[src/rtl/line_follower_pwm_if.sv]
// Host-side control and motor-drive bundle for the line follower controller.
// The host drives enable and the raw sensors; the controller drives the rest.
interface line_follower_pwm_if #(
    parameter int N_SENSORS = 4
);
    logic                 enable;
    logic [N_SENSORS-1:0] sensors;
    logic                 motorLeft;
    logic                 motorRight;
    logic [2:0]           state;
    logic                 lineLost;

    modport master (
        output enable,
        output sensors,
        input  motorLeft,
        input  motorRight,
        input  state,
        input  lineLost
    );

    modport slave (
        input  enable,
        input  sensors,
        output motorLeft,
        output motorRight,
        output state,
        output lineLost
    );
endinterface

[src/rtl/line_follower_pwm.sv]
// Line follower controller: debounces the sensor bar, steers a tracking FSM and
// drives two PWM motor outputs whose duty only changes on PWM period boundaries.
module line_follower_pwm #(
    parameter int                   N_SENSORS    = 4,
    parameter int                   PWM_WIDTH    = 8,
    parameter int                   DEBOUNCE     = 4,
    parameter int                   LOST_TIMEOUT = 1000,
    parameter logic [PWM_WIDTH-1:0] FAST_DUTY    = PWM_WIDTH'(200),
    parameter logic [PWM_WIDTH-1:0] SLOW_DUTY    = PWM_WIDTH'(80)
) (
    input logic                clk,
    input logic                reset,
    line_follower_pwm_if.slave bus
);

    localparam int HALF = N_SENSORS / 2;
    localparam int CW   = $clog2(HALF + 1);

    typedef enum logic [2:0] {
        IDLE       = 3'd0,
        FORWARD    = 3'd1,
        TURN_LEFT  = 3'd2,
        TURN_RIGHT = 3'd3,
        SEARCH     = 3'd4,
        STOP       = 3'd5
    } stateT;

    stateT                stateQ;
    stateT                stateD;
    logic [N_SENSORS-1:0] sensReg;
    logic [N_SENSORS-1:0] dbn;
    logic [7:0]           stableCnt;
    logic [15:0]          lostCnt;
    logic                 lastDir;
    logic [CW-1:0]        cntL;
    logic [CW-1:0]        cntR;
    logic [PWM_WIDTH-1:0] pwmCnt;
    logic [PWM_WIDTH-1:0] dutyL;
    logic [PWM_WIDTH-1:0] dutyR;
    logic [PWM_WIDTH-1:0] targetL;
    logic [PWM_WIDTH-1:0] targetR;
    logic                 lostFlag;
    logic                 haltNext;
    logic                 motorL;
    logic                 motorR;

    // The raw bar is registered once; dbn only follows it after it has held still.
    always_ff @(posedge clk) begin
        if (reset) begin
            sensReg   <= '0;
            dbn       <= '0;
            stableCnt <= '0;
        end else begin
            sensReg <= bus.sensors;
            if (bus.sensors != sensReg) begin
                stableCnt <= '0;
            end else if (stableCnt == 8'(DEBOUNCE - 1)) begin
                dbn <= sensReg;
            end else begin
                stableCnt <= stableCnt + 8'd1;
            end
        end
    end

    always_comb begin
        cntL = '0;
        cntR = '0;
        for (int i = 0; i < HALF; i++) begin
            cntR = cntR + CW'(dbn[i]);
            cntL = cntL + CW'(dbn[i + HALF]);
        end
    end

    always_ff @(posedge clk) begin
        if (reset) begin
            stateQ <= IDLE;
        end else begin
            stateQ <= stateD;
        end
    end

    // enable low wins over everything; STOP is only escaped through IDLE.
    always_comb begin
        stateD = stateQ;
        if (!bus.enable) begin
            stateD = IDLE;
        end else begin
            case (stateQ)
                IDLE, FORWARD, TURN_LEFT, TURN_RIGHT, SEARCH: begin
                    if (dbn != '0) begin
                        if (cntL > cntR) begin
                            stateD = TURN_LEFT;
                        end else if (cntR > cntL) begin
                            stateD = TURN_RIGHT;
                        end else begin
                            stateD = FORWARD;
                        end
                    end else if (stateQ == IDLE) begin
                        stateD = IDLE;
                    end else if (stateQ == SEARCH && lostCnt == 16'(LOST_TIMEOUT - 1)) begin
                        stateD = STOP;
                    end else begin
                        stateD = SEARCH;
                    end
                end
                STOP:    stateD = STOP;
                default: stateD = IDLE;
            endcase
        end
    end

    always_comb begin
        targetL  = '0;
        targetR  = '0;
        lostFlag = 1'b0;
        case (stateQ)
            FORWARD: begin
                targetL = FAST_DUTY;
                targetR = FAST_DUTY;
            end
            TURN_LEFT: begin
                targetL = SLOW_DUTY;
                targetR = FAST_DUTY;
            end
            TURN_RIGHT: begin
                targetL = FAST_DUTY;
                targetR = SLOW_DUTY;
            end
            SEARCH: begin
                lostFlag = 1'b1;
                if (lastDir) begin
                    targetL = SLOW_DUTY;
                end else begin
                    targetR = SLOW_DUTY;
                end
            end
            STOP:    lostFlag = 1'b1;
            default: ;
        endcase
    end

    // lostCnt sits at zero outside SEARCH, so every entry starts counting from zero.
    always_ff @(posedge clk) begin
        if (reset) begin
            lostCnt <= '0;
            lastDir <= 1'b0;
        end else begin
            if (stateQ != SEARCH) begin
                lostCnt <= '0;
            end else begin
                lostCnt <= lostCnt + 16'd1;
            end
            if (stateD == TURN_LEFT && stateQ != TURN_LEFT) begin
                lastDir <= 1'b0;
            end else if (stateD == TURN_RIGHT && stateQ != TURN_RIGHT) begin
                lastDir <= 1'b1;
            end
        end
    end

    assign haltNext = (stateD == IDLE) || (stateD == STOP);

    // Duty is latched on the counter wrap so a period never mixes two duties;
    // halting states bypass that and silence the motors at once.
    always_ff @(posedge clk) begin
        if (reset) begin
            pwmCnt <= '0;
            dutyL  <= '0;
            dutyR  <= '0;
            motorL <= 1'b0;
            motorR <= 1'b0;
        end else begin
            pwmCnt <= pwmCnt + PWM_WIDTH'(1);
            if (haltNext) begin
                dutyL <= '0;
                dutyR <= '0;
            end else if (pwmCnt == '1) begin
                dutyL <= targetL;
                dutyR <= targetR;
            end
            motorL <= !haltNext && (pwmCnt < dutyL);
            motorR <= !haltNext && (pwmCnt < dutyR);
        end
    end

    assign bus.state      = stateQ;
    assign bus.lineLost   = lostFlag;
    assign bus.motorLeft  = motorL;
    assign bus.motorRight = motorR;

endmodule

[src/flat_wrapper.sv]
// flat-port wrapper written by rule: the top's interface ports become plain ports
module line_follower_pwm_flat 
#(
    parameter int                   N_SENSORS    = 4,
    parameter int                   PWM_WIDTH    = 8,
    parameter int                   DEBOUNCE     = 4,
    parameter int                   LOST_TIMEOUT = 1000,
    parameter logic [PWM_WIDTH-1:0] FAST_DUTY    = PWM_WIDTH'(200),
    parameter logic [PWM_WIDTH-1:0] SLOW_DUTY    = PWM_WIDTH'(80)
)
  (clk, reset, bus_enable, bus_sensors, bus_motorLeft, bus_motorRight, bus_state, bus_lineLost);
  line_follower_pwm_if #(.N_SENSORS(N_SENSORS)) bus_i ();
  input logic clk;
  input logic reset;
  input wire logic [$bits(bus_i.enable)-1:0] bus_enable;
  input wire logic [$bits(bus_i.sensors)-1:0] bus_sensors;
  output wire logic [$bits(bus_i.motorLeft)-1:0] bus_motorLeft;
  output wire logic [$bits(bus_i.motorRight)-1:0] bus_motorRight;
  output wire logic [$bits(bus_i.state)-1:0] bus_state;
  output wire logic [$bits(bus_i.lineLost)-1:0] bus_lineLost;
  assign bus_i.enable = bus_enable;
  assign bus_i.sensors = bus_sensors;
  assign bus_motorLeft = bus_i.motorLeft;
  assign bus_motorRight = bus_i.motorRight;
  assign bus_state = bus_i.state;
  assign bus_lineLost = bus_i.lineLost;
  line_follower_pwm #(.N_SENSORS(N_SENSORS), .PWM_WIDTH(PWM_WIDTH), .DEBOUNCE(DEBOUNCE), .LOST_TIMEOUT(LOST_TIMEOUT), .FAST_DUTY(FAST_DUTY), .SLOW_DUTY(SLOW_DUTY)) u_core (.clk(clk), .reset(reset), .bus(bus_i));
endmodule
[config.mk]
export PLATFORM = sky130hd
export DESIGN_NAME = line_follower_pwm_flat
export DESIGN_NICKNAME = d
export VERILOG_FILES = /design/src/rtl/line_follower_pwm_if.sv /design/src/rtl/line_follower_pwm.sv /design/src/flat_wrapper.sv
export SDC_FILE = /design/constraint.sdc
export NUM_CORES = 1
export LEC_CHECK = 0
export ABC_CLOCK_PERIOD_IN_PS = 4850
export BUFFER_PORTS_ARGS = -buffer_cell sky130_fd_sc_hd__buf_4
export CORE_MARGIN = 5
export CORE_UTILIZATION = 56
export CTS_CLUSTER_DIAMETER = 100
export DETAILED_ROUTE_END_ITERATION = 6
export PLACE_DENSITY = 0.8
export SLEW_MARGIN = 20
export SYNTH_ARGS = -nofsm -noshare
export SYNTH_HDL_FRONTEND = slang
export SYNTH_SLANG_ARGS = --single-unit
export TNS_END_PERCENT = 1
[constraint.sdc]
create_clock -name clk -period 4.85 [get_ports clk]
set_input_delay 0 -clock clk [delete_from_list [all_inputs] [get_ports clk]]
set_output_delay 0 -clock clk [all_outputs]
set_load 0.01 [all_outputs]
==> results of run 1 <==
==> worst max path at each step <==
stage / start / cells past startpoint / endpoint / slack [ns]
after floorplan: u_core.dbn[2] / 9 / u_core.dutyL[3] / 2.96
after global placement: u_core.dbn[2] / 9 / u_core.bus.motorRight / 2.85
after detailed placement: u_core.dbn[2] / 9 / u_core.bus.motorLeft / 2.74
after CTS: u_core.dbn[3] / 9 / u_core.bus.motorLeft / 2.68
after global routing: u_core.dbn[2] / 9 / u_core.bus.motorLeft / 2.43
final: u_core.dbn[2] / 9 / u_core.bus.motorLeft / 2.70
==> cell type report <==
class,count,area [µm²]
tap,52,65.1
clock inverter,3,42.5
fill,374,1570
timing repair buffer,16,130
sequential,52,1040
multi-input combinational,218,1430
inverter,16,65.1
clock buffer,5,68.8
==> routing by layer <==
layer  vias up  track usage, %  part of all wire, %
met5         -               0                    0
met4         0            8.08                  2.0
met3         9            4.17                  4.9
met2        37            25.5                   46
met1       908            21.8                   47
li1       1025               -                    -
==> registers in the layout (all words and copies together) (netlist names) <==
name                   cells
u_core.bus.motorRight      1
u_core.dbn                 4
u_core.stableCnt           8
u_core.lostCnt            16
u_core.bus.state           3
u_core.sensReg             4
u_core.bus.motorLeft       1
u_core.dutyR               3
u_core.dutyL               3
u_core.lastDir             1
u_core.pwmCnt              8
==> cells in the mapped netlist, types with 2 or more instances <==
library cell / count / area [µm²]
o21ai_0: 13 / 65.1
clkbuf_1: 4 / 15.0
nor2_2: 2 / 12.5
nand2b_1: 2 / 12.5
nand4_1: 3 / 18.8
nor2b_1: 10 / 62.6
or2_1: 2 / 12.5
nor3_1: 7 / 35.0
buf_2: 2 / 10.0
or3_1: 2 / 12.5
a211oi_2: 3 / 37.5
nand2_1: 18 / 67.6
mux2i_1: 5 / 50.1
ha_1: 15 / 188
dfxtp_1: 52 / 1040
nor2_1: 43 / 161
a22oi_1: 2 / 15.0
xnor2_1: 14 / 123
nand3_1: 17 / 85.1
xor2_1: 16 / 140
a21oi_1: 16 / 80.1
a22o_1: 2 / 17.5
inv_1: 15 / 56.3
and3_1: 3 / 18.8
nor4_1: 3 / 18.8
==> power by group <==
part / switching [mW] / internal, mW
clock: 0.143 / 0.153
combinational: 0.00947 / 0.0116
sequential: 0.00319 / 0.431
==> per-stage QoR <==
step / setup slack [ns] / area (µm²) / hold WS [ns] / cells
floorplan: 2.96 / 2570 / 0.128 / 293
global placement: 2.85 / 2690 / 0.228 / 350
finish: 2.70 / 2840 / 0.0143 / 362
global route: 2.43 / 2840 / 0.0134 / 362
CTS: 2.68 / 2840 / 0.00743 / 362
detailed placement: 2.74 / 2690 / 0.235 / 350
==> kinds of logic after synthesis <==
group | synth area share [%]
and+or+nand+nor | 24.2
AOI/OAI and AO/OA | 11.2
DFF | 40.5
adders and majority gates | 7.69
buffers and inverters | 3.80
xor gates and xnor gates | 10.2
muxes | 2.39
==> reports/results.ini, run 1 <==
[outcome]
status=complete, no violations

[sta]
rsz0062_at_grt=false
timing.fmax_mhz=464
post-route-period-util_pct=44.4
worst_slew_pin_slew_ns=0.573
setup_viol=0
tns_ns=0
hold_viol=0
period_minus_slack_ns=2.15
relSlewSlack_pct=61.8
slew_viol_final=0
fin_skew_ns=0.0130

[routing]
drt_iter0_drc=123
post_drt_wl_per_cell_um=12.8
drt-total-wl_um=4640
drc=0
via_count=1979
drt-pass1-iter-count=4
drtAntennaViolNets=0
routed_via_density=5.47

[setup_path]
cp_slowest_cell=dfxtp_1
worstPathMaxFanout=8
start_kind=flip-flop
crit_buf_inv=2
timing.rr.start=u_core.dbn[2]
rrSetupSlack_ns=2.70
r2r_cells=9
path_cells=inv_1 -> ha_1 -> inv_1 -> ha_1 -> nor2b_1 -> nor3b_1 -> nor4_1 -> nand3_2 -> a211oi_2
cp.arrival_ns=2.39
critical_path_required_ns=5.09
worstReg2RegEnd=u_core.bus.motorLeft
critical-path-top-delay-family=simple AND/OR/NAND/NOR gates
crit_type=reg2reg
slowest_delay_ns=0.36
cp-end-kind=flip-flop

[worst_hold_path]
hold_depth=2
hp-class=in2reg
holdPathEnd=u_core.lastDir
hold_start=reset

[logic_synthesis]
yosysSeqAreaShare_pct=40.5
avgSynthCellArea_um2=8.77
synthArstFlopShare_pct=0
synthDistinctLibCells=47
ys_ff_latch=52
syn_nets=315
synthFlopType=dfxtp_1
netlist_instances=293
syn-cell-area_um2=2570
synth_edf_count=0
ys_warn_count=0

[global_routing]
antenna_found_initial=0
grt-ovfl-total=0
grt_pass1_vias=1900
grt_start_max_net_pins=22
grt_pass1_wl_um=8360
groute.usage.overall_pct=16.6

[finish]
syn2layout_area_growth_pct=10.7
drive_above_1_share_pct=11.3
final_cell_mix=52 x dfxtp_1, 43 x nor2_1, 18 x nand2_1, 17 x nand3_1
mostFrequentLayoutCell=dfxtp_1
diodes=0
final_nets=331
fin_util_pct=64.4

[clock_network]
hold_buffers=4
cts_resized=0
cts_tree=built
cts-root-buf=clkbuf_8
cts.reportedPaths.clkPinSlew_ns=0.10
cts_setup_buffers=0
htree_levels=2
clockBufferDepth=2
numCtsBuffers=5
insertion_delay_ns=0.31
clkSinkCount=52

[die]
die_x_um=77.7
initial_core_util_pct=58.2
rows=24
die_h_um=77.7
core-area_um2=4410
io_pins=13
die_area_um2=6040

[place]
io_buffers=12
gp_congestion=0.789
dp.final_hpwl_um=3270

[power]
ir_drop_v=0.000186
p_leak_nw=0.991
p_per_area_nw_per_um2=264
total_power_uw=751

[run]
drv_cap=0

No activity file was read; power rests on OpenSTA's default activity.
==> run 2, diff against run 1 <==
--- a/config.mk
+++ b/config.mk
@@ -5,7 +5,7 @@
 export SDC_FILE = /design/constraint.sdc
 export NUM_CORES = 1
 export LEC_CHECK = 0
-export ABC_CLOCK_PERIOD_IN_PS = 4850
+export ABC_CLOCK_PERIOD_IN_PS = 2130
 export BUFFER_PORTS_ARGS = -buffer_cell sky130_fd_sc_hd__buf_4
 export CORE_MARGIN = 5
 export CORE_UTILIZATION = 56
==> constraint.sdc (replaced) <==
create_clock -name clk -period 2.13 [get_ports clk]
set_input_delay 0 -clock clk [delete_from_list [all_inputs] [get_ports clk]]
set_output_delay 0 -clock clk [all_outputs]
set_load 0.01 [all_outputs]
==> reports/results.ini, run 2 (synthesis results as in run 1) <==
[finish]
top_regs=u_core.lostCnt (16), u_core.pwmCnt (8), u_core.stableCnt (8)
final_cell_area_um2=2890  ; +1.8%
top_register=u_core.lostCnt
final.fill_count=373  ; -0.27%
final_nets=335  ; +1.2%
diodes=0  ; unchanged
syn2layout_area_growth_pct=12.6
mostFrequentLayoutCell=dfxtp_1
final_cell_mix=49 x dfxtp_1, 43 x nor2_1, 17 x nand2_1, 17 x nand3_1
drive_above_1_share_pct=14.6  ; +3.4 points
largest_reg_flops=16  ; unchanged

[clock_network]
clkSinkCount=52  ; unchanged
cts_tree=built
cts.reportedPaths.clkPinSlew_ns=0.10  ; about the same
cts-root-buf=clkbuf_8
numCtsBuffers=5  ; unchanged
htree_levels=2  ; unchanged
clockBufferDepth=2  ; unchanged
insertion_delay_ns=0.31  ; about the same

[setup_path]
crit_buf_inv=2  ; unchanged
slowest_delay_ns=0.34  ; -0.02 ns
cp.arrival_ns=2.24  ; -0.15 ns
critical-path-top-delay-family=simple AND/OR/NAND/NOR gates
cp-end-kind=flip-flop
start_kind=flip-flop
path_cells=inv_1 -> ha_1 -> inv_1 -> ha_1 -> nor2b_2 -> nor3_1 -> nor4_2 -> nand3_2 -> a211oi_2
setup.worst_path.start=u_core.dbn[3]
r2r_cells=9  ; unchanged
worstReg2RegEnd=u_core.bus.motorLeft
rrSetupSlack_ns=0.13  ; -2.57 ns
critical_path_required_ns=2.37  ; -2.72 ns
worstPathMaxFanout=8  ; unchanged
timing.rr.start=u_core.dbn[3]
crit_type=reg2reg
cp_slowest_cell=dfxtp_2

[worst_hold_path]
hold_start=reset
holdPathEnd=u_core.pwmCnt[0]
hold_depth=2  ; unchanged
hp-class=in2reg

[power]
p_clk_share_pct=39.1  ; -0.3 points
p_switching_uw=345  ; +120%
seq_power_share_pct=58.1  ; +0.3 points
p_leak_nw=1.02  ; +2.5%
switching_share_pct=20.3  ; -0.42 points
p_comb_share_pct=2.8  ; about the same
intPower_mw=1.36  ; +130%
p_per_area_nw_per_um2=588  ; +120%
ir_drop_v=0.000463  ; +150%

[routing]
drt-total-wl_um=4730  ; +1.9%
drc=0  ; unchanged
drt_iter0_drc=122  ; -0.81%
post_drt_wl_per_cell_um=12.9  ; +0.82%
via_count=1993  ; +0.71%
routed_via_density=5.45  ; -0.39%
drtAntennaViolNets=0  ; unchanged
drt-pass1-iter-count=4  ; unchanged

[global_routing]
grt_start_max_net_pins=22  ; unchanged
grt_pass1_vias=1945  ; +2.4%
grt-ovfl-total=0  ; unchanged
groute.usage.overall_pct=17.1  ; +0.44 points
grt_pass1_wl_um=8510  ; +1.8%
antenna_found_initial=0  ; unchanged

[run]
drv_cap=0  ; unchanged

[die]
rows=24  ; unchanged
die_h_um=77.7  ; unchanged
die_area_um2=6040  ; unchanged
io_pins=13  ; unchanged
die_x_um=77.7  ; unchanged
core-area_um2=4410  ; unchanged
initial_core_util_pct=58.2  ; unchanged

[sta]
post-route-period-util_pct=93.8  ; +49 points
slew_viol_final=0  ; unchanged
relSlewSlack_pct=59.9  ; -1.9 points
fin_skew_ns=0.0138  ; +0.000853 ns
setup_viol=0  ; unchanged
hold_viol=0  ; unchanged
worst_slew_pin_slew_ns=0.602  ; +0.0287 ns
period_minus_slack_ns=2.00  ; -0.154 ns
timing.fmax_mhz=500  ; +7.7%
worst_hold_slack_ns=0.00896  ; -0.00535 ns
setup_ws_ns=0.131  ; -2.57 ns

[place]
placed_area_um2=2710  ; +0.56%
gp_congestion=0.824  ; +4.4%
post-place-ws_ns=0.0357  ; -2.70 ns
dp.final_hpwl_um=3390  ; +3.9%
io_buffers=12  ; unchanged

[outcome]
status=complete, no violations

run 2: changes by cell type in the layout (fill, tap and decap cells not counted), sizes merged:
| cell | delta |
|---|---|
| buf | +4 |
| clkbuf | +1 |
| clkinvlp | -1 |
run 2: worst max path at each step:
stage,endpoint,slack [ns],cells past startpoint
floorplan,u_core.dutyL[3],0.24,9
global route,u_core.bus.motorLeft,-0.02,9
detailed placement,u_core.dutyL[3],0.04,9
finish,u_core.bus.motorLeft,0.13,9
CTS,u_core.dutyL[3],0.03,9
global placement,u_core.bus.motorRight,0.13,9
run 2: stage by stage:
| step | util (%) | power (mW) | setup TNS [ns] | instances |
|---|---|---|---|---|
| 2_1_floorplan | - | 1.04 | 0 | 293 |
| 3_3_place_gp | 61.3 | 1.05 | 0 | 352 |
| 3_5_place_dp | 61.3 | 1.05 | 0 | 352 |
| 4_1_cts | 64.7 | 1.72 | 0 | 364 |
| 5_1_grt | 65.6 | 1.77 | -0.0243 | 366 |
| 6_report | 65.6 | 1.70 | 0 | 366 |
run 2: power by group through the flow:
stage	Combinational [mW]	Sequential, mW	Clock (mW)
global placement	0.0416	1.01	0
detailed placement	0.0429	1.01	0
global route	0.0552	0.990	0.730
finish	0.0483	0.988	0.665
CTS	0.0488	0.988	0.683
floorplan	0.0273	1.01	0
run 2: per-layer routing:
layer  vias to the layer above  global-route usage, %  routed length [µm]
met5                         -                      0                   0
met4                         0                   7.73                  98
met3                        10                   4.98                 198
met2                        33                   26.0                2200
met1                       913                   22.3                2240
li1                       1037                      -                   -
run 2: layout make-up:
| cell class | instances | area [µm²] | share of cell area [%] |
|---|---|---|---|
| Multi-Input combinational cell | 218 | 1450 | 50.2 |
| Timing Repair Buffer | 20 | 160 | 5.53 |
| Clock inverter | 2 | 35.0 | 1.21 |
| Clock buffer | 6 | 72.6 | 2.51 |
| Tap cell | 52 | 65.1 | 2.25 |
| Sequential cell | 52 | 1040 | 36.1 |
| Inverter | 16 | 65.1 | 2.25 |
run 2: timing repair:
| item | CTS | global route |
|---|---|---|
| hold buffers | 4 | 0 |
| setup endpoints to repair | 0 | 8 |
| endpoints found under the hold margin | 4 | 0 |
| buffers inserted | 0 | 2 |
| resized for setup | 0 | 9 |
==> run 3, diff against run 2 <==
--- a/config.mk
+++ b/config.mk
@@ -9,10 +9,10 @@
 export BUFFER_PORTS_ARGS = -buffer_cell sky130_fd_sc_hd__buf_4
 export CORE_MARGIN = 5
 export CORE_UTILIZATION = 56
+export CTS_BUF_LIST = sky130_fd_sc_hd__clkbuf_8 sky130_fd_sc_hd__clkbuf_16
 export CTS_CLUSTER_DIAMETER = 100
 export DETAILED_ROUTE_END_ITERATION = 6
 export PLACE_DENSITY = 0.8
-export SLEW_MARGIN = 20
 export SYNTH_ARGS = -nofsm -noshare
 export SYNTH_HDL_FRONTEND = slang
 export SYNTH_SLANG_ARGS = --single-unit
==> reports/results.ini, run 3 (synthesis results as in run 1) <==
[finish]
final_cell_area_um2=2890  ; unchanged
diodes=0  ; unchanged
regArea_um2=1040  ; unchanged
fin_util_pct=65.6  ; unchanged
top_register=u_core.lostCnt
drive_above_1_share_pct=14.6  ; unchanged
top_regs=u_core.lostCnt (16), u_core.pwmCnt (8), u_core.stableCnt (8)
largest_reg_flops=16  ; unchanged
final.fill_count=373  ; unchanged
mostFrequentLayoutCell=dfxtp_1
syn2layout_area_growth_pct=12.6  ; unchanged
multiInputGateArea_um2=1450  ; unchanged
final_cell_mix=49 x dfxtp_1, 43 x nor2_1, 17 x nand2_1, 17 x nand3_1
final_nets=335  ; unchanged

[sta]
relSlewSlack_pct=59.9  ; unchanged
hold_viol=0  ; unchanged
slew_viol_final=0  ; unchanged
period_minus_slack_ns=2.00  ; unchanged
timing.fmax_mhz=500  ; unchanged
fin_skew_ns=0.0138  ; unchanged
worst_slew_pin_slew_ns=0.602  ; unchanged
setup_viol=0  ; unchanged
post-route-period-util_pct=93.8  ; unchanged

[global_routing]
grt_pass1_vias=1945  ; unchanged
grt-ovfl-total=0  ; unchanged
antenna_found_initial=0  ; unchanged
groute.usage.overall_pct=17.1  ; unchanged
grt_start_max_net_pins=22  ; unchanged
grt_pass1_wl_um=8510  ; unchanged

[routing]
drc=0  ; unchanged
post_drt_wl_per_cell_um=12.9  ; unchanged
drt-total-wl_um=4730  ; unchanged
drtAntennaViolNets=0  ; unchanged
drt-pass1-iter-count=4  ; unchanged
via_count=1993  ; unchanged
drt_iter0_drc=120  ; -1.6%
routed_via_density=5.45  ; unchanged

[setup_path]
critical-path-top-delay-family=simple AND/OR/NAND/NOR gates
r2r_cells=9  ; unchanged
crit_type=reg2reg
cp.depth=9  ; unchanged
path_cells=inv_1 -> ha_1 -> inv_1 -> ha_1 -> nor2b_2 -> nor3_1 -> nor4_2 -> nand3_2 -> a211oi_2
timing.rr.start=u_core.dbn[3]
crit_buf_inv=2  ; unchanged
worstPathMaxFanout=8  ; unchanged
slowest_delay_ns=0.34  ; about the same
setup.worst_path.start=u_core.dbn[3]
critical_path_required_ns=2.37  ; about the same
worstReg2RegEnd=u_core.bus.motorLeft
start_kind=flip-flop
cp.arrival_ns=2.24  ; about the same
rrSetupSlack_ns=0.13  ; about the same
cp_slowest_cell=dfxtp_2
cp-end-kind=flip-flop
crit_end=u_core.bus.motorLeft

[worst_hold_path]
hold_depth=2  ; unchanged
hp-class=in2reg

[die]
die_area_um2=6040  ; unchanged
initial_core_util_pct=58.2  ; unchanged
core-area_um2=4410  ; unchanged
io_pins=13  ; unchanged
rows=24  ; unchanged
die_x_um=77.7  ; unchanged
die_h_um=77.7  ; unchanged

[clock_network]
cts_tree=built
numCtsBuffers=5  ; unchanged
htree_levels=2  ; unchanged
clockBufferDepth=2  ; unchanged
insertion_delay_ns=0.31  ; about the same
clkSinkCount=52  ; unchanged
cts-root-buf=clkbuf_8
cts.reportedPaths.clkPinSlew_ns=0.10  ; about the same

[power]
p_leak_nw=1.02  ; +0.41%
ir_drop_v=0.000463  ; unchanged
p_per_area_nw_per_um2=586  ; -0.27%

[place]
placed_area_um2=2710  ; unchanged
gp_congestion=0.824  ; unchanged
dp.final_hpwl_um=3390  ; unchanged
io_buffers=12  ; unchanged

[outcome]
status=complete, no violations

[run]
drv_cap=0  ; unchanged

[run 3: layer usage]
layer | part of all wire [%] | vias to the layer above | wire length, µm | track usage (%)
met5 | 0 | - | 0 | 0
met4 | 2.1 | 0 | 98 | 7.73
met3 | 4.2 | 10 | 198 | 4.98
met2 | 46 | 33 | 2200 | 26.0
met1 | 47 | 913 | 2240 | 22.3
li1 | - | 1037 | - | -
[run 3: timing repair]
action                     CTS  global route
setup buffers                0             2
setup endpoints to repair    0             8
hold buffers                 4             0
hold endpoints to repair     4             0
resized for setup            0             9
[run 3: area by class of cell]
class,count,share of cell area (%)
multi-input cells,218,50.2
flip-flops and latches,52,36.1
repair buffers,20,5.53
clock buffers,5,2.38
inverters,16,2.25
well taps,52,2.25
clock inverters,3,1.34
[run 3: worst reg2reg max path, delay by kind of cell, from the launching register on]
family,cells,cell delay [ns]
buffers and inverters,2,0.10
AOI/OAI and AO/OA,1,0.27
DFF,1,0.34
and+or+nand+nor,4,0.82
adders and majority gates,2,0.42
[run 3: worst min path at each step]
stage / from / to
detailed placement: bus_sensors[3] / u_core.sensReg[3]
CTS: reset / u_core.pwmCnt[0]
global placement: bus_sensors[3] / u_core.sensReg[3]
floorplan: bus_sensors[0] / u_core.sensReg[0]
global route: reset / u_core.pwmCnt[0]
finish: reset / u_core.pwmCnt[0]
[run 3: power breakdown]
group	internal (mW)	leakage, nW	total (mW)	switching [mW]
Combinational	0.0265	0.538	0.0483	0.0218
Sequential	0.981	0.422	0.988	0.00757
Clock	0.344	0.0593	0.660	0.316
[run 3: through the flow]
step	power (mW)	cells	TNS, ns	hold slack [ns]	setup slack [ns]
CTS	1.72	364	0	0.00247	0.0318
floorplan	1.04	293	0	0.128	0.238
global route	1.77	366	-0.0243	0.0137	-0.0243
detailed placement	1.05	352	0	0.236	0.0357
global placement	1.05	352	0	0.228	0.134
finish	1.70	366	0	0.00878	0.131
